### src/rtl/hazard_unit.sv
// rtl/hazard_unit.sv - hazard, forwarding and mul/div scoreboard for the 5-stage MIPS pipeline
// Optional performance counters are built only when HAZ_PERF_CNT_EN is defined;
// otherwise stall_cnt/flush_cnt are constant zero and no counter flops exist.
module hazard_unit #(
   parameter int REG_ADDR_W = 5,
   parameter int MUL_LAT    = 4,
   parameter int DIV_LAT    = 16,
   parameter int CNT_W      = 5,
   parameter int PERF_W     = 16
) (
   input  logic                  clk,
   input  logic                  rst_n,
   input  logic                  id_valid,
   input  logic [REG_ADDR_W-1:0] id_rs,
   input  logic [REG_ADDR_W-1:0] id_rt,
   input  logic                  id_uses_rs,
   input  logic                  id_uses_rt,
   input  logic                  id_is_muldiv,
   input  logic                  id_is_div,
   input  logic                  id_reads_hilo,
   input  logic                  ex_valid,
   input  logic                  ex_write_reg,
   input  logic                  ex_mem_to_reg,
   input  logic [REG_ADDR_W-1:0] ex_des_r,
   input  logic                  mem_valid,
   input  logic                  mem_write_reg,
   input  logic                  mem_mem_to_reg,
   input  logic [REG_ADDR_W-1:0] mem_des_r,
   input  logic                  branch_taken,
   output logic [1:0]            fwd_a,
   output logic [1:0]            fwd_b,
   output logic                  stall,
   output logic                  flush_if,
   output logic                  md_start,
   output logic                  md_busy,
   output logic                  md_done,
   output logic [PERF_W-1:0]     stall_cnt,
   output logic [PERF_W-1:0]     flush_cnt
);

   // Operand source encodings driven onto fwd_a / fwd_b
   localparam logic [1:0] FWD_RF    = 2'd0;
   localparam logic [1:0] FWD_EX    = 2'd1;
   localparam logic [1:0] FWD_MEM   = 2'd2;
   localparam logic [1:0] FWD_LOAD  = 2'd3;

   // Counter reload values: the counter reaches zero in the last execute cycle
   localparam logic [CNT_W-1:0] MUL_LD  = CNT_W'(MUL_LAT - 1);
   localparam logic [CNT_W-1:0] DIV_LD  = CNT_W'(DIV_LAT - 1);
   localparam logic [CNT_W-1:0] CNT_ONE = CNT_W'(1);

   typedef enum logic {
      IDLE = 1'b0,
      BUSY = 1'b1
   } md_state_t;

   md_state_t        state_q, state_d;
   logic [CNT_W-1:0] cnt_q, cnt_d;
   logic             done_q, done_d;

   logic ex_prod;
   logic mem_prod;
   logic load_use;
   logic sb_stall;

   // A producer is only eligible when it is a real instruction writing the regfile
   assign ex_prod  = ex_valid  & ex_write_reg;
   assign mem_prod = mem_valid & mem_write_reg;

   // Select the freshest source for one operand; r0 is hardwired so never forwarded
   function automatic logic [1:0] fwd_sel(
      input logic                  used,
      input logic [REG_ADDR_W-1:0] src,
      input logic                  valid,
      input logic                  ex_p,
      input logic [REG_ADDR_W-1:0] ex_d,
      input logic                  mem_p,
      input logic [REG_ADDR_W-1:0] mem_d,
      input logic                  mem_ld
   );
      logic [1:0] sel;
      sel = FWD_RF;
      if (valid && used && (src != '0)) begin
         if (ex_p && (ex_d == src)) begin
            sel = FWD_EX;
         end else if (mem_p && (mem_d == src)) begin
            sel = mem_ld ? FWD_LOAD : FWD_MEM;
         end
      end
      return sel;
   endfunction

   // Operand mux selects for the ID stage
   always_comb begin
      fwd_a = fwd_sel(id_uses_rs, id_rs, id_valid, ex_prod, ex_des_r,
                      mem_prod, mem_des_r, mem_mem_to_reg);
      fwd_b = fwd_sel(id_uses_rt, id_rt, id_valid, ex_prod, ex_des_r,
                      mem_prod, mem_des_r, mem_mem_to_reg);
   end

   // Stall sources: load data not yet available, or HI/LO / mul-div unit still occupied
   always_comb begin
      load_use = id_valid & ex_valid & ex_mem_to_reg & (ex_des_r != '0) &
                 ((id_uses_rs & (id_rs == ex_des_r)) |
                  (id_uses_rt & (id_rt == ex_des_r)));
      sb_stall = (state_q == BUSY) & id_valid & (id_is_muldiv | id_reads_hilo);
      stall    = load_use | sb_stall;
      flush_if = branch_taken & id_valid & ~stall;
      md_start = (state_q == IDLE) & id_valid & id_is_muldiv & ~stall;
   end

   // Scoreboard next state: load latency on launch, count down to the done cycle
   always_comb begin
      state_d = state_q;
      cnt_d   = cnt_q;
      case (state_q)
         IDLE: begin
            if (md_start) begin
               state_d = BUSY;
               cnt_d   = id_is_div ? DIV_LD : MUL_LD;
            end
         end
         BUSY: begin
            if (cnt_q == '0) begin
               state_d = IDLE;
               cnt_d   = '0;
            end else begin
               cnt_d   = cnt_q - CNT_ONE;
            end
         end
         default: begin
            state_d = IDLE;
            cnt_d   = '0;
         end
      endcase
      done_d = (state_d == BUSY) && (cnt_d == '0);
   end

   // Scoreboard registers; reset aborts any in-flight operation without a done pulse
   always_ff @(posedge clk or negedge rst_n) begin
      if (!rst_n) begin
         state_q <= IDLE;
         cnt_q   <= '0;
         done_q  <= 1'b0;
      end else begin
         state_q <= state_d;
         cnt_q   <= cnt_d;
         done_q  <= done_d;
      end
   end

   assign md_busy = (state_q == BUSY);
   assign md_done = done_q;

`ifdef HAZ_PERF_CNT_EN
   logic [PERF_W-1:0] stall_cnt_q, stall_cnt_d;
   logic [PERF_W-1:0] flush_cnt_q, flush_cnt_d;

   // Saturating event counters for stall and IF flush cycles
   always_comb begin
      stall_cnt_d = stall_cnt_q;
      flush_cnt_d = flush_cnt_q;
      if (stall && (stall_cnt_q != '1)) begin
         stall_cnt_d = stall_cnt_q + PERF_W'(1);
      end
      if (flush_if && (flush_cnt_q != '1)) begin
         flush_cnt_d = flush_cnt_q + PERF_W'(1);
      end
   end

   // Counter registers
   always_ff @(posedge clk or negedge rst_n) begin
      if (!rst_n) begin
         stall_cnt_q <= '0;
         flush_cnt_q <= '0;
      end else begin
         stall_cnt_q <= stall_cnt_d;
         flush_cnt_q <= flush_cnt_d;
      end
   end

   assign stall_cnt = stall_cnt_q;
   assign flush_cnt = flush_cnt_q;
`else
   assign stall_cnt = '0;
   assign flush_cnt = '0;
`endif

endmodule

### config.mk
export PLATFORM = sky130hd
export DESIGN_NAME = hazard_unit
export DESIGN_NICKNAME = d
export VERILOG_FILES = /design/src/rtl/hazard_unit.sv
export SDC_FILE = /design/constraint.sdc
export NUM_CORES = 1
export LEC_CHECK = 0
export BUFFER_PORTS_ARGS = -buffer_cell sky130_fd_sc_hd__buf_2
export CAP_MARGIN = 20
export CORE_ASPECT_RATIO = 1.2
export CORE_MARGIN = 4
export CORE_UTILIZATION = 25
export CTS_CLUSTER_SIZE = 40
export DETAILED_ROUTE_END_ITERATION = 7
export PLACE_DENSITY = 0.59
export SKIP_LAST_GASP = 1
export SYNTH_ARGS = -nofsm -noshare
export SYNTH_HDL_FRONTEND = slang
export SYNTH_SLANG_ARGS = --single-unit
### constraint.sdc
create_clock -name clk -period 4.6 [get_ports clk]
set_clock_uncertainty 0.1 [all_clocks]
set_input_delay 0.23 -clock clk [delete_from_list [all_inputs] [get_ports clk]]
set_output_delay 0.23 -clock clk [all_outputs]
set_load 0.005 [all_outputs]
Word level (Yosys, flattened, before mapping). Index checks and enable logic that the tools add are counted.

$add $sub $neg: 1. Equality and inequality tests: 6. Multiplexer cells: 14. Bitwise gates (word level): 20. Reductions and logical operators: 14.

Operators with widths (count): == test 5 bit (6); bitwise AND 1 bit (15); nonzero test 5 bit (3); 2-to-1 mux 2 bit (6); logical NOT 5 bit (2); 2-to-1 mux 5 bit (2); case mux 5 bit (2 select lines) (1); logical AND 1 bit (9); subtractor 5 x 1 -> 5 bit (second input constant) (1); 2-to-1 mux 4 bit (1); 2-to-1 mux 1 bit (3); bitwise OR 1 bit (3); inverter 1 bit (2); case mux 1 bit (2 select lines) (1).

Flip-flop bits (word level): 7. Bits of input ports: 35. Logic and storage cells: 58.

Longest topological paths before layout. Gate-level depths: netlist (run 1).

Depth in word-level cells: 11. Depth in mapped cells: 7. Gate-level depth less buffers: 7.

Worst setup path before layout (run 1). OpenSTA, ideal clock, no wires.

Path type: reg-to-reg. From: register cnt_q[0]. To: register done_q (netlist: md_done). Setup time: 80 ps. Data arrival time: 1446 ps. Required time: 4420 ps. Path slack: 2973 ps. Cell stages (with the launch flop): 8. Path buffers: 0. Cell sequence: dfrtp_1 inv_1 ha_1 nand2_1 o21ai_0 nor2_1 a211o_1 nor3_2.

Cells in the longest elaborated chain, start to end: 5. Elaborated cells on any way between the ends: 9. Classes of those cells: add/sub: 1; mux: 5; reduce/logical: 3.

Ends and longest elaborated chain: from (decl) (line 58) `logic [CNT_W-1:0] cnt_q, cnt_d;`; from (signal assigned) (line 147) `cnt_q <= cnt_d;`; subtractor 5 x 1 -> 5 bit / logical NOT 5 bit (equally long branches) (line 128, 124); 2-to-1 mux 5 bit (line 124) `if (cnt_q == '0) begin`; case mux 5 bit (2 select lines) * (line 116) `case (state_q)`; via cnt_d[0] (line 58); logical NOT 5 bit * (line 136) `done_d = (state_d == BUSY) && (cnt_d == '0);`; logical AND 1 bit * (line 136); via done_d (line 59) `logic done_q, done_d;`; to (signal assigned) (line 148) `done_q <= done_d;`; to (decl) (line 59).

The timed path passes the listed nets; every way through them passes the cells marked *.

Final worst setup path (run 1). Same ends and word-level chain as after synthesis.

==> results.txt, run 1 <==
----------------------------------------------------
[Finish]
  Final Net Count ... 204
  Most frequent cells in the layout ... 43 x sky130_fd_sc_hd__buf_2, 32 x sky130_fd_sc_hd__conb_1, 20 x sky130_fd_sc_hd__xnor2_1
  Most common cell after layout, fill and taps aside ... sky130_fd_sc_hd__buf_2
  Layout overhead on the synthesized area ... 22.1%
  Final core utilization ... 31.8%
  Diodes inserted ... 0
  Fraction of layout instances using a drive strength above 1 ... 29.3%

[Synthesis]
  Syn Inst Count ... 120
  Part of the Yosys area used for sequential elements ... 18.3%
  Post-synthesis compound-gate area fraction ... 11.8%
  Simple-gate area share of the yosys netlist ... 20.2%
  Async set-or-reset flop fraction in the synthesized netlist ... 100%
  Xor-xnor portion of the synthesized cell area ... 20.2%
  Count of unique library cells instantiated by Yosys ... 26
  Synth Cell Area ... 955 sq um
  Multiplexer share of the synthesized area ... 1.05%
  Post-synthesis share of cell area spent on full adders, half adders and majority gates ... 1.31%
  Most instantiated flip-flop cell in the synthesis netlist ... sky130_fd_sc_hd__dfrtp_1
  #FFs+latches synth ... 7
  Number of enable flip-flop cells after synthesis ... 0
  Mean instance size in the synthesized netlist ... 7.96 sq um
  Combinational family with the most area after synthesis ... buffers and inverters
  Yosys warning total ... 0

[Critical path]
  Highest cell delay on the worst timing path ... 470 ps
  Number of cells on the critical path ... 7
  Required @ worst endpoint ... 4650 ps
  Critical path buffer and inverter count ... 1
  Launching point of the worst reg2reg path ... cnt_q[0]
  Reg2reg path depth ... 7
  Type of the setup path with the least slack ... reg -> reg
  Reg2reg setup slack ... 2710 ps
  Slowest cell on the critical path ... sky130_fd_sc_hd__o21ai_0
  Critical path, cell by cell ... inv_1 -> ha_1 -> nand2_1 -> o21ai_0 -> nor2_1 -> a211o_1 -> nor3_2
  Worst R2R End ... md_done
  Dominant delay contributor by cell family on the critical path ... compound AO/OA/AOI/OAI gates
  Critical Path Start ... cnt_q[0]
  Data arrival time of the critical path ... 1930 ps
  Crit Path Max Fanout ... 5
  Capture point of the critical path ... md_done
  Endpoint type of the worst setup path ... flop
  Kind of launch point of the worst setup path ... flop

[Clock tree]
  CTS clk-pin slew, worst paths ... 40 ps
  Clock tree root buffer cell ... sky130_fd_sc_hd__clkbuf_8
  Post_cts resized ... 0
  Number of CTS-inserted buffers ... 3
  Insertion delay to the later sink of the worst-skew pair ... 230 ps
  Clock Sinks ... 7
  CTS tree ... yes
  Longest Clk Path Bufs ... 2
  CTS H-tree depth ... 1

[Global routing]
  Number of global-route vias before repair ... 823
  Global-route wire length before repair ... 3.63 mm
  Number of antenna violations at the first check in global routing ... 0
  Largest net degree at the start of global routing ... 9
  Total congestion overflow after global routing ... 0
  Total Routing Usage GR ... 9.49%

[STA]
  Crit share post-route ... 41.0%
  Highest clock rate ... 0.530 GHz
  Unrepaired setup endpoints after global routing ... false
  Setup TNS Final ... 0 ps
  Final Hold Viols ... 0
  Minimum period implied by the final worst setup slack ... 1890 ps
  Worst slew margin ... 61.0%
  Actual slew at the worst max-slew pin ... 580 ps
  Final critical-path setup slack ... 2710 ps
  Final number of max-transition violations ... 0
  Final setup vio count ... 0

[Floorplanning]
  Area inside the core boundary ... 3660 sq um
  Starting density of the core ... 26.1%
  Top-level port count ... 76
  # rows ... 24
  Die Y-Extent ... 75.7 microns
  Die Footprint ... 4880 sq um
  Width of the chip ... 64.4 microns

[Routing]
  Via count of the routed design ... 870
  Routed len/inst ... 11.1 microns
  Remaining routing DRC violations ... 0
  Iteration-0 DRC Markers ... 19
  Final wirelength ... 2.43 mm
  First-pass detailed-route iteration total ... 4
  Antenna Nets Post-Route ... 0
  Detail-routed via count per cell ... 3.97

[Placed design]
  Pre-CTS setup slack ... 2730 ps
  RePlAce Congestion ... 0.847
  # port buffers ... 43
  Detailed Place HPWL ... 2.14 mm

[Power]
  Worst vdd rail ir drop ... 0.190 mV
  Total power after layout ... 0.396 mW
  Pwr Density ... 339 nW/um^2
  Total leakage power ... 0.563 nW

[Run]
  Max-Cap Viols ... 0

[Hold path]
  Class of the tightest hold or removal check ... in -> reg
  Worst min-delay path startpoint ... id_is_div

[Status]
  Status ... completed

----------------------------------------------------
[flip-flops by register name, summed over array words and instances, names as in the netlist]
register  flops
cnt_q         5
md_busy       1
md_done       1
[worst reg2reg max path, delay by kind of cell, from the launching register on]
kind / cells / cell delay, ps
fa+ha+maj: 1 / 180
compound gates: 2 / 740
buf+inv: 1 / 70
simple gates: 3 / 320
flops: 1 / 390
[timing repair]
item	in CTS	in global routing
hold buffers	1	0
hold endpoints to repair	7	0
endpoints found under the setup margin	0	0
setup buffers	0	0
[synthesized netlist by cell type, types with 2 or more instances]
| cell type | n | area share [%] |
|---|---|---|
| sky130_fd_sc_hd__nand4_1 | 2 | 1.3 |
| sky130_fd_sc_hd__nor3_1 | 6 | 3.1 |
| sky130_fd_sc_hd__dfrtp_1 | 7 | 18 |
| sky130_fd_sc_hd__o211ai_1 | 2 | 1.6 |
| sky130_fd_sc_hd__buf_4 | 32 | 25 |
| sky130_fd_sc_hd__nand3_1 | 6 | 3.1 |
| sky130_fd_sc_hd__xnor2_1 | 20 | 18 |
| sky130_fd_sc_hd__a211o_1 | 2 | 1.8 |
| sky130_fd_sc_hd__or4_1 | 2 | 1.6 |
| sky130_fd_sc_hd__inv_1 | 4 | 1.6 |
| sky130_fd_sc_hd__a21oi_1 | 3 | 1.6 |
| sky130_fd_sc_hd__nor2_1 | 7 | 2.8 |
| sky130_fd_sc_hd__nand2_1 | 6 | 2.4 |
| sky130_fd_sc_hd__o21ai_0 | 6 | 3.1 |
| sky130_fd_sc_hd__nor3b_1 | 3 | 2.4 |
| sky130_fd_sc_hd__xor2_1 | 2 | 1.8 |
[cell type report]
cell class | instances | area, sq um
tap | 52 | 65.1
inverter | 4 | 15.0
fill | 414 | 2500
timing repair buffer | 44 | 225
sequential | 7 | 175
multi-input combinational | 108 | 641
clock buffer | 4 | 45.0
[kinds of logic after synthesis]
group | count (synthesis)
AO/OA/AOI/OAI | 16
XOR/XNOR | 22
adder cells (fa/ha/maj) | 1
buffers and inverters | 36
flip-flops | 7
multiplexers | 1
other | 1
AND/OR/NAND/NOR | 36
[how the worst min path moves through the flow]
stage	endpoint	slack [ps]	cells after the start
after floorplan	cnt_q[0]	-170	0
after global placement	cnt_q[2]	-30	1
after detailed placement	cnt_q[2]	-20	1
after CTS	cnt_q[3]	140	2
after global routing	cnt_q[3]	140	2
final	cnt_q[3]	140	2
[stage by stage]
step / hold slack [ps] / cells / cell area (sq um)
after floorplan: -166 / 151 / 1070
after global placement: -29.6 / 214 / 1110
after detailed placement: -23.0 / 214 / 1110
after CTS: 138 / 219 / 1170
after global routing: 143 / 219 / 1170
final: 142 / 219 / 1170
[metal layers]
| metal | GRT usage (%) | up-vias | part of all wire (%) |
|---|---|---|---|
| met3 | 2.65 | 3 | 12 |
| met2 | 17.2 | 52 | 48 |
| met4 | 4.23 | 0 | 1.1 |
| met5 | 0 | - | 0 |
| met1 | 10.4 | 377 | 38 |
| li1 | - | 438 | - |
[report_power, final]
group,switching [mW],internal (mW),total (mW)
clock network,0.0261,0.0599,0.0860
logic,0.107,0.0879,0.195
registers,0.0258,0.0890,0.115
total,0.159,0.237,0.396
Power figures use the tool's default switching activity.
==> inputs of run 2 (changes only) <==
==> constraint.sdc (replaced) <==
create_clock -name clk -period 1.8 [get_ports clk]
set_clock_uncertainty 0.1 [all_clocks]
set_input_delay 0.09 -clock clk [delete_from_list [all_inputs] [get_ports clk]]
set_output_delay 0.09 -clock clk [all_outputs]
set_load 0.005 [all_outputs]
==> run 2 against run 1 <==
  * Cell area up 2.8%
  * Critical path depth unchanged
  * Clock power rose to 2.6 times the previous value
  * Non-clock buffer count up 4
  * First-iteration DRC count down 37%
  * Worst hold slack worse by 7.5 ps
  * Global-route usage down 0.15 points
  * Critical path type unchanged
  * Critical endpoint unchanged
==> results.txt, run 2 (synthesis gave the netlist of run 1 again) <==
----------------------------------------------------
[Status]
  Status ... completed

[STA]
  Final Hold Viols ... 0
  Final number of max-transition violations ... 0
  Minimum period implied by the final worst setup slack ... 1670 ps
  Unrepaired setup endpoints after global routing ... false
  Highest clock rate ... 0.600 GHz
  Final setup vio count ... 0
  Final critical-path setup slack ... 133 ps
  Setup TNS Final ... 0 ps
  Crit share post-route ... 92.6%

[Hold path]
  Class of the tightest hold or removal check ... in -> async

[Placed design]
  Cell area after placement ... 1130 sq um
  RePlAce Congestion ... 0.837
  # port buffers ... 43
  Pre-CTS setup slack ... 47.8 ps
  Detailed Place HPWL ... 2.16 mm

[Critical path]
  Crit Path Max Fanout ... 4
  Required @ worst endpoint ... 1850 ps
  Critical path, cell by cell ... inv_1 -> ha_1 -> nand2_1 -> o21ai_1 -> nor2_1 -> a211o_1 -> nor3_2
  Data arrival time of the critical path ... 1720 ps
  Endpoint type of the worst setup path ... flop
  Slowest cell on the critical path ... sky130_fd_sc_hd__dfrtp_1
  Kind of launch point of the worst setup path ... flop
  Type of the setup path with the least slack ... reg -> reg
  Highest cell delay on the worst timing path ... 400 ps

[Clock tree]
  CTS H-tree depth ... 1
  CTS tree ... yes
  Longest Clk Path Bufs ... 2
  Number of CTS-inserted buffers ... 3
  Clock tree root buffer cell ... sky130_fd_sc_hd__clkbuf_8
  Number of post-CTS setup repair buffers ... 0
  Insertion delay to the later sink of the worst-skew pair ... 230 ps
  CTS clk-pin slew, worst paths ... 40 ps
  Clock Sinks ... 7

[Global routing]
  Total congestion overflow after global routing ... 0
  Total Routing Usage GR ... 9.34%
  Number of global-route vias before repair ... 829
  Global-route wire length before repair ... 3.54 mm
  Largest net degree at the start of global routing ... 9
  Number of antenna violations at the first check in global routing ... 0

[Floorplanning]
  Area inside the core boundary ... 3660 sq um
  Die Y-Extent ... 75.7 microns
  Die Footprint ... 4880 sq um
  Top-level port count ... 76
  Starting density of the core ... 26.1%
  Width of the chip ... 64.4 microns
  # rows ... 24

[Finish]
  Layout overhead on the synthesized area ... 25.6%
  Most common cell after layout, fill and taps aside ... sky130_fd_sc_hd__buf_2
  Post-route standard cell area excluding fillers ... 1200 sq um
  Final Net Count ... 208
  Most flops, register ... cnt_q
  Number of flip-flops in the largest register ... 5
  Fill cells ... 415
  Final core utilization ... 32.7%
  Most frequent cells in the layout ... 43 x sky130_fd_sc_hd__buf_2, 32 x sky130_fd_sc_hd__conb_1, 20 x sky130_fd_sc_hd__xnor2_1
  Diodes inserted ... 0
  Fraction of layout instances using a drive strength above 1 ... 30.4%

[Routing]
  Remaining routing DRC violations ... 0
  Routed len/inst ... 10.8 microns
  Final wirelength ... 2.41 mm
  Detail-routed via count per cell ... 3.93
  Iteration-0 DRC Markers ... 12
  Antenna Nets Post-Route ... 0
  First-pass detailed-route iteration total ... 2
  Via count of the routed design ... 876

[Power]
  Worst vdd rail ir drop ... 0.586 mV
  Proportion of power drawn by the clock network ... 21.2%
  Portion of total power attributed to sequential cells ... 26.3%
  Combinational share of power ... 52.5%
  Switching power summed over all nets ... 0.403 mW
  Pwr Density ... 871 nW/um^2
  Internal Power ... 0.642 mW
  Switching Share ... 38.6%
  Total leakage power ... 0.581 nW

[Run]
  Max-Cap Viols ... 0

----------------------------------------------------
## run 2: cell types whose count changed in the layout (fill, tap and decap cells not counted), sizes merged
cell         delta
dlygate4sd3     +1
buf             +3
## run 2: layout make-up
| class | count | area (sq um) | area share (%) |
|---|---|---|---|
| clock buffer | 4 | 45.0 | 3.76 |
| timing repair buffer | 48 | 258 | 21.5 |
| tap | 52 | 65.1 | 5.43 |
| sequential | 7 | 175 | 14.6 |
| inverter | 4 | 15.0 | 1.25 |
| multi-input combinational | 108 | 641 | 53.4 |
## run 2: path summary, 6_finish.rpt
path	endpoint	cells past startpoint	slack, ps	startpoint
max in group asynchronous	cnt_q[4]	2	1300	rst_n
min in group clk	cnt_q[4]	4	200	id_is_muldiv
setup reg to reg	md_done	7	130	cnt_q[0]
hold reg to reg	cnt_q[4]	2	440	cnt_q[4]
setup / recovery	md_done	7	130	cnt_q[0]
hold / removal	cnt_q[3]	2	130	rst_n
## run 2: power groups by stage
stage,registers (mW),logic [mW],clock network [mW]
6_report,0.274,0.548,0.221
5_1_grt,0.284,0.614,0.236
4_1_cts,0.276,0.549,0.227
3_5_place_dp,0.276,0.541,0
3_3_place_gp,0.278,0.547,0
2_1_floorplan,0.281,0.382,0
## run 2: timing repair
item                                    4_1_cts  5_1_grt
resized for setup                             0        1
hold endpoints to repair                      8        0
endpoints found under the setup margin        0        2
hold buffers                                  2        0
## run 2: routing by layer
metal	wire [microns]	GRT usage, %
met1	970	10.9
met2	1150	16.9
met3	267	2.06
met4	26	3.52
met5	0	0
## run 2: metrics by stage
stage	total power, mW	std cells	hold slack [ps]
4_1_cts	1.05	223	127
5_1_grt	1.13	223	160
2_1_floorplan	0.664	151	-306
6_report	1.04	223	135
3_3_place_gp	0.826	217	-167
3_5_place_dp	0.817	217	-165
## run 2: critical path, delay by kind of cell, from the launching register on
| family | cells | cell delay (ps) |
|---|---|---|
| buffers and inverters | 1 | 70 |
| adders and majority gates | 1 | 170 |
| and+or+nand+nor | 3 | 320 |
| AOI/OAI and AO/OA | 2 | 530 |
| DFF | 1 | 400 |
==> inputs of run 3 (changes only) <==
--- a/config.mk
+++ b/config.mk
@@ -9,10 +9,12 @@
 export CAP_MARGIN = 20
 export CORE_ASPECT_RATIO = 1.2
 export CORE_MARGIN = 4
-export CORE_UTILIZATION = 25
+export CORE_UTILIZATION = 39
+export CTS_BUF_LIST = sky130_fd_sc_hd__clkbuf_16
 export CTS_CLUSTER_SIZE = 40
 export DETAILED_ROUTE_END_ITERATION = 7
-export PLACE_DENSITY = 0.59
+export GPL_TIMING_DRIVEN = 0
+export PLACE_DENSITY = 0.84
 export SKIP_LAST_GASP = 1
 export SYNTH_ARGS = -nofsm -noshare
 export SYNTH_HDL_FRONTEND = slang
==> run 3 against run 2 <==
  * Via count up 10%
  * Non-clock buffer count up 29
  * Clock-buffer cell count down 1
  * Sequential power up 9.1%
  * First-iteration DRC count down 17%
  * Total power up 18%
  * Flip-flop and latch count unchanged
  * Combinational power up 1%
  * Die area down 32%
  * Worst setup slack worse by 3.0 ps
  * Final cell count up 3.6%
  * Global-route usage up 4.8 points
  * Largest cell class unchanged
  * Highest routed layer unchanged
==> results.txt, run 3 (synthesis gave the netlist of run 1 again) <==
----------------------------------------------------
[Status]
  Status ... completed

[Finish]
  Final Net Count ... 237
  Number of flip-flops in the largest register ... 5
  Most flops, register ... cnt_q
  Diodes inserted ... 0
  Fraction of layout instances using a drive strength above 1 ... 41.5%
  Most frequent cells in the layout ... 43 x sky130_fd_sc_hd__buf_2, 32 x sky130_fd_sc_hd__buf_4, 32 x sky130_fd_sc_hd__conb_1
  Fill cells ... 223
  Layout overhead on the synthesized area ... 49.7%
  Most common cell after layout, fill and taps aside ... sky130_fd_sc_hd__buf_2

[STA]
  Final number of max-transition violations ... 0
  Minimum period implied by the final worst setup slack ... 1670 ps
  Final setup vio count ... 0
  Unrepaired setup endpoints after global routing ... false
  Highest clock rate ... 0.599 GHz
  Setup TNS Final ... 0 ps
  Worst slack on hold paths ... 138 ps
  Crit share post-route ... 92.8%
  Final Hold Viols ... 0

[Clock tree]
  CTS clk-pin slew, worst paths ... 40 ps
  CTS tree ... yes
  Insertion delay to the later sink of the worst-skew pair ... 230 ps
  CTS H-tree depth ... 1
  Number of post-CTS setup repair buffers ... 0
  Clock Sinks ... 7
  Longest Clk Path Bufs ... 2
  Clock tree root buffer cell ... sky130_fd_sc_hd__clkbuf_16
  Number of CTS-inserted buffers ... 3

[Hold path]
  Class of the tightest hold or removal check ... in -> async

[Power]
  Combinational share of power ... 45.0%
  Switching power summed over all nets ... 0.438 mW
  Total leakage power ... 0.761 nW
  Worst vdd rail ir drop ... 0.860 mV
  Proportion of power drawn by the clock network ... 30.7%
  Internal Power ... 0.795 mW
  Portion of total power attributed to sequential cells ... 24.3%
  Pwr Density ... 863 nW/um^2
  Switching Share ... 35.6%

[Global routing]
  Grt met3 use ... 3.83%
  GR met2 Demand/Resource ... 24.1%
  Total congestion overflow after global routing ... 0
  Most heavily used metal layer in global routing ... met2
  Largest net degree at the start of global routing ... 9
  Total Routing Usage GR ... 14.1%
  Global-route wire length before repair ... 3.59 mm
  Met1 demand-to-capacity share in global routing ... 15.6%
  Number of global-route vias before repair ... 837
  Number of antenna violations at the first check in global routing ... 0

[Critical path]
  Crit Path Max Fanout ... 5
  Required @ worst endpoint ... 1850 ps
  Kind of launch point of the worst setup path ... flop
  Data arrival time of the critical path ... 1720 ps
  Endpoint type of the worst setup path ... flop
  Type of the setup path with the least slack ... reg -> reg

[Routing]
  Detail-routed via count per cell ... 4.18
  Routed len/inst ... 10.5 microns
  Final wirelength ... 2.43 mm
  Iteration-0 DRC Markers ... 10
  Antenna Nets Post-Route ... 0
  Via count of the routed design ... 966
  Remaining routing DRC violations ... 0
  First-pass detailed-route iteration total ... 3

[Floorplanning]
  Area inside the core boundary ... 2310 sq um
  # rows ... 19
  Top-level port count ... 76
  Die Y-Extent ... 62.2 microns
  Width of the chip ... 53.2 microns
  Starting density of the core ... 41.4%
  Die Footprint ... 3310 sq um

[Placed design]
  # port buffers ... 43
  RePlAce Congestion ... 0.912
  Detailed Place HPWL ... 2.07 mm

[Run]
  Max-Cap Viols ... 0

----------------------------------------------------
run 3: cell types whose count changed in the layout (fill, tap and decap cells not counted), sizes merged:
cell	before	now
clkbuf	4	3
buf	46	75
clkinv	0	1
run 3: metal layers:
| layer | share of wire (%) | up-vias |
|---|---|---|
| met5 | 0 | - |
| met4 | 1.5 | 0 |
| met3 | 13 | 6 |
| met2 | 50 | 49 |
| met1 | 36 | 406 |
| li1 | - | 505 |
run 3: final timing paths:
path                         startpoint        to  slack [ps]  depth (start not counted)
setup / recovery               cnt_q[0]   md_done         130                          7
hold / removal                    rst_n  cnt_q[4]         140                          2
setup reg to reg               cnt_q[0]   md_done         130                          7
hold reg to reg                cnt_q[1]  cnt_q[1]         460                          2
max in group asynchronous         rst_n   md_busy        1300                          2
min in group clk           id_is_muldiv  cnt_q[4]         190                          4
run 3: power groups by stage:
| stage | clock [mW] | combinational, mW | sequential, mW |
|---|---|---|---|
| after floorplan | 0 | 0.382 | 0.281 |
| after global placement | 0 | 0.520 | 0.293 |
| after detailed placement | 0 | 0.534 | 0.294 |
| after CTS | 0.385 | 0.547 | 0.294 |
| after global routing | 0.396 | 0.614 | 0.304 |
| final | 0.379 | 0.555 | 0.299 |
run 3: timing repair:
| item | 4_1_cts | 5_1_grt |
|---|---|---|
| gates resized for setup | 1 | 1 |
| setup endpoints to repair | 2 | 1 |
| hold endpoints to repair | 8 | 0 |
| hold buffers | 2 | 0 |
| pin swaps | 0 | 0 |
run 3: layout make-up:
type | instances | area, sq um | area share [%]
plain buffers | 32 | 240 | 16.8
clock buffers | 3 | 75.1 | 5.25
clock inverters | 1 | 5.00 | 0.350
inverters | 4 | 15.0 | 1.05
multi-input cells | 108 | 644 | 45.1
flip-flops and latches | 7 | 175 | 12.3
well taps | 31 | 38.8 | 2.71
repair buffers | 45 | 235 | 16.5
run 3: critical path, cell delays in order, from the launching register on:
cell and delay, ps:
sky130_fd_sc_hd__dfrtp_1 400, sky130_fd_sc_hd__inv_1 70, sky130_fd_sc_hd__ha_1 180, sky130_fd_sc_hd__nand2_1 100, sky130_fd_sc_hd__o21ai_2 230, sky130_fd_sc_hd__nor2_1 60
sky130_fd_sc_hd__a211o_1 260, sky130_fd_sc_hd__nor3_2 190
run 3: stage by stage:
step | total power [mW] | worst slack [ps] | instances | instance area (sq um) | utilization [%]
after floorplan | 0.664 | 173 | 151 | 1070 | -
after global placement | 0.813 | 16.1 | 225 | 1330 | 57.5
after detailed placement | 0.828 | -1.28 | 225 | 1330 | 57.5
after CTS | 1.23 | 76.3 | 231 | 1430 | 61.8
after global routing | 1.31 | 17.6 | 231 | 1430 | 62.0
final | 1.23 | 130 | 231 | 1430 | 62.0
